**config.mk**
```make
export PLATFORM = sky130hd
export DESIGN_NAME = operand_stage
export DESIGN_NICKNAME = d
export VERILOG_FILES = /design/src/rtl/operand_stage.sv
export SDC_FILE = /design/constraint.sdc
export NUM_CORES = 2
export LEC_CHECK = 0
export BUFFER_PORTS_ARGS = -buffer_cell sky130_fd_sc_hd__clkbuf_2
export CORE_AREA = 2 2 256 511
export DETAILED_ROUTE_END_ITERATION = 12
export DIE_AREA = 0 0 258 513
export SYNTH_ARGS = -nofsm -noshare
export SYNTH_HDL_FRONTEND = slang
export SYNTH_SLANG_ARGS = --single-unit
```
**constraint.sdc**
```tcl
create_clock -name clk -period 2.3 [get_ports clk]
set_input_delay 0.46 -clock clk [delete_from_list [all_inputs] [get_ports clk]]
set_output_delay 0.46 -clock clk [all_outputs]
set_load 0.01 [all_outputs]
```
**src/rtl/operand_stage.sv**
```systemverilog
// operand_stage: register-file read and ALU operand register; define OPERAND_STAGE_BYPASS_EN for write-to-read forwarding
module operand_stage #(
  parameter int DATA_WIDTH = 32,
  parameter int REG_ADDR_WIDTH = 5
) (
  input  logic                      clk,
  input  logic                      rst,
  input  logic                      in_valid,
  output logic                      in_ready,
  input  logic [REG_ADDR_WIDTH-1:0] rs_addr,
  input  logic [REG_ADDR_WIDTH-1:0] rt_addr,
  input  logic [REG_ADDR_WIDTH-1:0] rd_addr,
  input  logic [15:0]               imm,
  input  logic                      imm_sext,
  input  logic                      src_b_imm,
  input  logic [2:0]                alu_op_in,
  output logic                      out_valid,
  input  logic                      out_ready,
  output logic [DATA_WIDTH-1:0]     A,
  output logic [DATA_WIDTH-1:0]     B,
  output logic [2:0]                ALUop,
  output logic [REG_ADDR_WIDTH-1:0] dest,
  input  logic                      wb_en,
  input  logic [REG_ADDR_WIDTH-1:0] wb_addr,
  input  logic [DATA_WIDTH-1:0]     wb_data
);
  localparam int NREG = 1 << REG_ADDR_WIDTH;
  logic [DATA_WIDTH-1:0] regs [NREG];
  logic [DATA_WIDTH-1:0] rs_data, rt_data, ext_imm;
  logic wb_hit;
  assign in_ready = !out_valid || out_ready;
  assign wb_hit = wb_en && wb_addr != '0;
  assign ext_imm = {{(DATA_WIDTH-16){imm[15] & imm_sext}}, imm};
`ifdef OPERAND_STAGE_BYPASS_EN
  always_comb begin
    rs_data = rs_addr == '0 ? '0 : (wb_hit && wb_addr == rs_addr) ? wb_data : regs[rs_addr];
    rt_data = rt_addr == '0 ? '0 : (wb_hit && wb_addr == rt_addr) ? wb_data : regs[rt_addr];
  end
`else
  always_comb begin
    rs_data = rs_addr == '0 ? '0 : regs[rs_addr];
    rt_data = rt_addr == '0 ? '0 : regs[rt_addr];
  end
`endif
  always_ff @(posedge clk) begin
    if (rst) begin
      for (int i = 0; i < NREG; i++) regs[i] <= '0;
      out_valid <= 1'b0;
      A <= '0;
      B <= '0;
      ALUop <= '0;
      dest <= '0;
    end else begin
      if (wb_hit) regs[wb_addr] <= wb_data;
      if (in_valid && in_ready) begin
        out_valid <= 1'b1;
        A <= rs_data;
        B <= src_b_imm ? ext_imm : rt_data;
        ALUop <= alu_op_in;
        dest <= rd_addr;
      end else if (out_ready) begin
        out_valid <= 1'b0;
      end
    end
  end
endmodule

```
==> metrics.csv <==
stage;metric;value;unit
run_status;status;completed;
worst_setup_path;crit_type;input pin to register;
drt;totalWireLength;196;mm
sta;fmax;471;MHz
die;ios;152;
pwr;power_density;704;nW/µm²
synthesis;avgSynthCellArea;14.2;µm²
sta;fin_crit_sh;92.3;%
placed_design;dp_hpwl;132;mm
global_route;grt_pass1_wl;279;mm
placed_design;numPlacedInstances;5852;
global_route;grt_use_met2;52.0;%
worst_setup_path;startpoint_type;input pin;
final_layout;postLayoutCoreUtil;52.0;%
pwr;internal-power;0.0351;W
drt;first_pass_iters;6;
worst_setup_path;rrSetupSlack;270;ps
sta;period_minus_slack;2120;ps
final_layout;drive_gt1_share;27.7;%
synthesis;yosys_most_used_dff;edfxtp_1;
cts;post_cts_resized;0;
worst_setup_path;reg2reg_to;B[14]$_SDFFE_PP0P_;
placed_design;place_area;63400;µm²
global_route;grt_pass1_vias;38942;
sta;setup_ws;177;ps
drt;routed_via_density;6.22;
die;num_rows;186;
synthesis;yosysSeqAreaShare;56.0;%
cts;cts_tree;built;
sta;skew;24.2;ps
global_route;overflow;0;
pwr;swShare;25.3;%
drt;drt_iter0_drc;4020;
synthesis;synth_top_family_by_area;multiplexers;
worst_setup_path;cp.arrival;2710;ps
min_path;holdPathEnd;out_valid$_SDFFE_PP0P_;
final_layout;fin_area;66700;µm²
synthesis;async_flop_share;0;%
placed_design;numPortBuffers;151;
global_route;met3_usage;4.33;%
sta;drv_slew;0;
drt;drc;0;
worst_setup_path;worst-path-buf-inv;3;
die;core;128000;µm²
pwr;peakVddDrop;0.604;mV
cts;clkLatencyLatePin;730;ps
sta;hold_viol;0;
min_path;min_from;out_ready;
cts;cts_num_sinks;1097;
placed_design;gp_congestion;0.900;
drt;vias;37581;
worst_setup_path;crit_path_end_kind;register;
pwr;power.leakage;24.2;nW
global_route;antenna_found_initial;6;
final_layout;instances_no_fill;6043;
worst_setup_path;required;2890;ps
final_layout;area_growth;16.0;%
synthesis;syn_area;57500;µm²
cts;post_cts.repair.setup_buffers;0;
cts;clk_pin_slew;70;ps
synthesis;synth.distinct_cells;54;
worst_setup_path;startpoint;rt_addr[0];
min_path;hold_class;input pin to register;
synthesis;synth_cells;4038;
global_route;grt.total_usage;29.6;%
pwr;switchingPower;0.0119;W
synthesis;synth-simple-area-share;13.3;%
global_route;grt_busiest_layer;met2;
placed_design;place_ws;-422;ps
worst_setup_path;path_cells;buf_8 > buf_12 > buf_4 > mux4_2 > a211oi_1 > o221a_1 > nor4_1;
synthesis;synth_xor_xnor_area_share;0;%
pwr;clockPowerShare;36.5;%
die;die_height;513;µm
synthesis;synth_edf_count;1024;
cts;cts_buffers;96;
die;die_x;258;µm
die;initial_core_util;44.9;%
sta;rsz0062_at_grt;no;
pwr;p_comb_share;13.3;%
die;dieArea;132000;µm²
worst_setup_path;cp_max_fo;21;
synthesis;synth_warnings;0;
synthesis;ys_ff_latch;1097;
cts;cts_hold_buffers;9;
final_layout;layout.nets;4345;
synthesis;muxShareOfSynthArea;21.1;%
cts;h-tree-depth;3;
cts;cts_buffer_depth;3;
min_path;hold_depth;3;
worst_setup_path;slowest_delay;640;ps
sta;tightest_slew;1120;ps
sta;finalSetupViolCount;0;
global_route;met1_usage;36.2;%
pwr;seq_power_share;50.3;%
cts;clockRootBuffer;clkbuf_16;
synthesis;synthAdderAreaFrac;0;%
worst_setup_path;r2r-start;regs[26][14]$_SDFFCE_PN0P_;
worst_setup_path;reg2reg_depth;4;
worst_setup_path;crit_path_top_delay_cell;a211oi_1;
drt;routedWlPerCell;32.4;µm
sta;relSlewSlack;25.4;%
worst_setup_path;path_delay_family;compound AO/OA/AOI/OAI gates;
synthesis;synth_compound_area_share;5.94;%
global_route;grt_max_degree;86;
drt;antenna_left;0;
job;drv_cap;0;
-- how the worst max path moves through the flow --
stage	endpoint	slack (ps)	depth (start not counted)
5_1_grt	B[18]$_SDFFE_PP0P_	230	7
3_5_place_dp	B[18]$_SDFFE_PP0P_	-420	7
6_report	B[18]$_SDFFE_PP0P_	180	7
3_3_place_gp	B[18]$_SDFFE_PP0P_	-400	7
2_1_floorplan	regs[12][0]$_SDFFCE_PN0P_	110	6
4_1_cts	B[29]$_SDFFE_PP0P_	320	5
-- power groups by stage --
| stage | Clock (W) | Combinational (W) | Sequential (W) |
|---|---|---|---|
| 5_1_grt | 0.0179 | 0.00649 | 0.0237 |
| 6_report | 0.0171 | 0.00623 | 0.0236 |
| 3_5_place_dp | 0 | 0.00616 | 0.0240 |
| 4_1_cts | 0.0173 | 0.00619 | 0.0236 |
| 2_1_floorplan | 0 | 0.00350 | 0.0238 |
| 3_3_place_gp | 0 | 0.00611 | 0.0240 |
-- cell type report --
class | instances | area [µm²]
Multi-Input combinational cell | 2516 | 23500
Antenna cell | 3 | 7.51
Timing Repair Buffer | 523 | 5490
Sequential cell | 1097 | 32200
Fill cell | 10581 | 61500
Tap cell | 1692 | 2120
Clock buffer | 110 | 2520
Inverter | 33 | 124
Clock inverter | 69 | 723
-- per-layer routing --
| metal | routed length [µm] | vias up |
|---|---|---|
| met5 | 12 | - |
| met4 | 8790 | 2 |
| met3 | 15100 | 495 |
| met2 | 100000 | 1978 |
| met1 | 71600 | 19347 |
| li1 | - | 15759 |
-- cell families (layout without fill, tap and decap cells) --
family | after synthesis | count (layout)
buffers and inverters | 456 | 735
flip-flops | 1097 | 1097
AO/OA/AOI/OAI | 472 | 472
multiplexers | 744 | 744
AND/OR/NAND/NOR | 1268 | 1268
other | 1 | 35
-- through the flow --
step	hold WS (ps)	setup TNS (ps)	power, W
global placement	441	-6860	0.0301
global route	142	0	0.0481
CTS	73.3	0	0.0470
finish	127	0	0.0470
detailed placement	448	-7510	0.0302
floorplan	481	0	0.0273
-- cell usage in the layout (no fill, tap or decap), drive strengths merged, types with 31 or more instances in the layout --
master / synthesis / routed
a211oi: 36 / 36
a211o: 52 / 52
and2: 995 / 995
nor2b: 49 / 49
conb: 1 / 32
mux2i: 279 / 279
clkinv: 31 / 76
buf: 117 / 372
edfxtp: 1024 / 1024
clkbuf: 306 / 252
a32oi: 35 / 35
nor2: 70 / 70
a22o: 32 / 32
nand2: 54 / 54
o21ai: 74 / 74
o22ai: 63 / 63
mux2: 100 / 100
mux4: 365 / 365
a21oi: 54 / 54
dfxtp: 73 / 73
or2: 31 / 31
-- cell usage after synthesis (36+ instances only) --
master / n / area share (%)
mux2_2: 93 / 1.8
clkbuf_1: 306 / 2.0
mux2i_1: 279 / 4.9
o22ai_1: 63 / 0.69
o21ai_1: 66 / 0.57
and2_1: 994 / 11
buf_2: 40 / 0.35
a21oi_1: 54 / 0.47
edfxtp_1: 1024 / 53
nor2_1: 69 / 0.45
mux4_2: 365 / 14
a211o_1: 52 / 0.79
a211oi_1: 36 / 0.47
nor2b_1: 49 / 0.53
nand2_1: 54 / 0.35
dfxtp_1: 73 / 2.5
-- tightest hold or removal path, cell delays in order --
cell and delay, ps:
clkbuf_2 80, nand2b_1 170, a21oi_1 90
-- sequential cells by signal, indices dropped and copies added (netlist names) --
signal	count
ALUop	3
out_valid	1
A	32
regs	1024
B	32
dest	5
No activity file was read; power rests on OpenSTA's default activity.
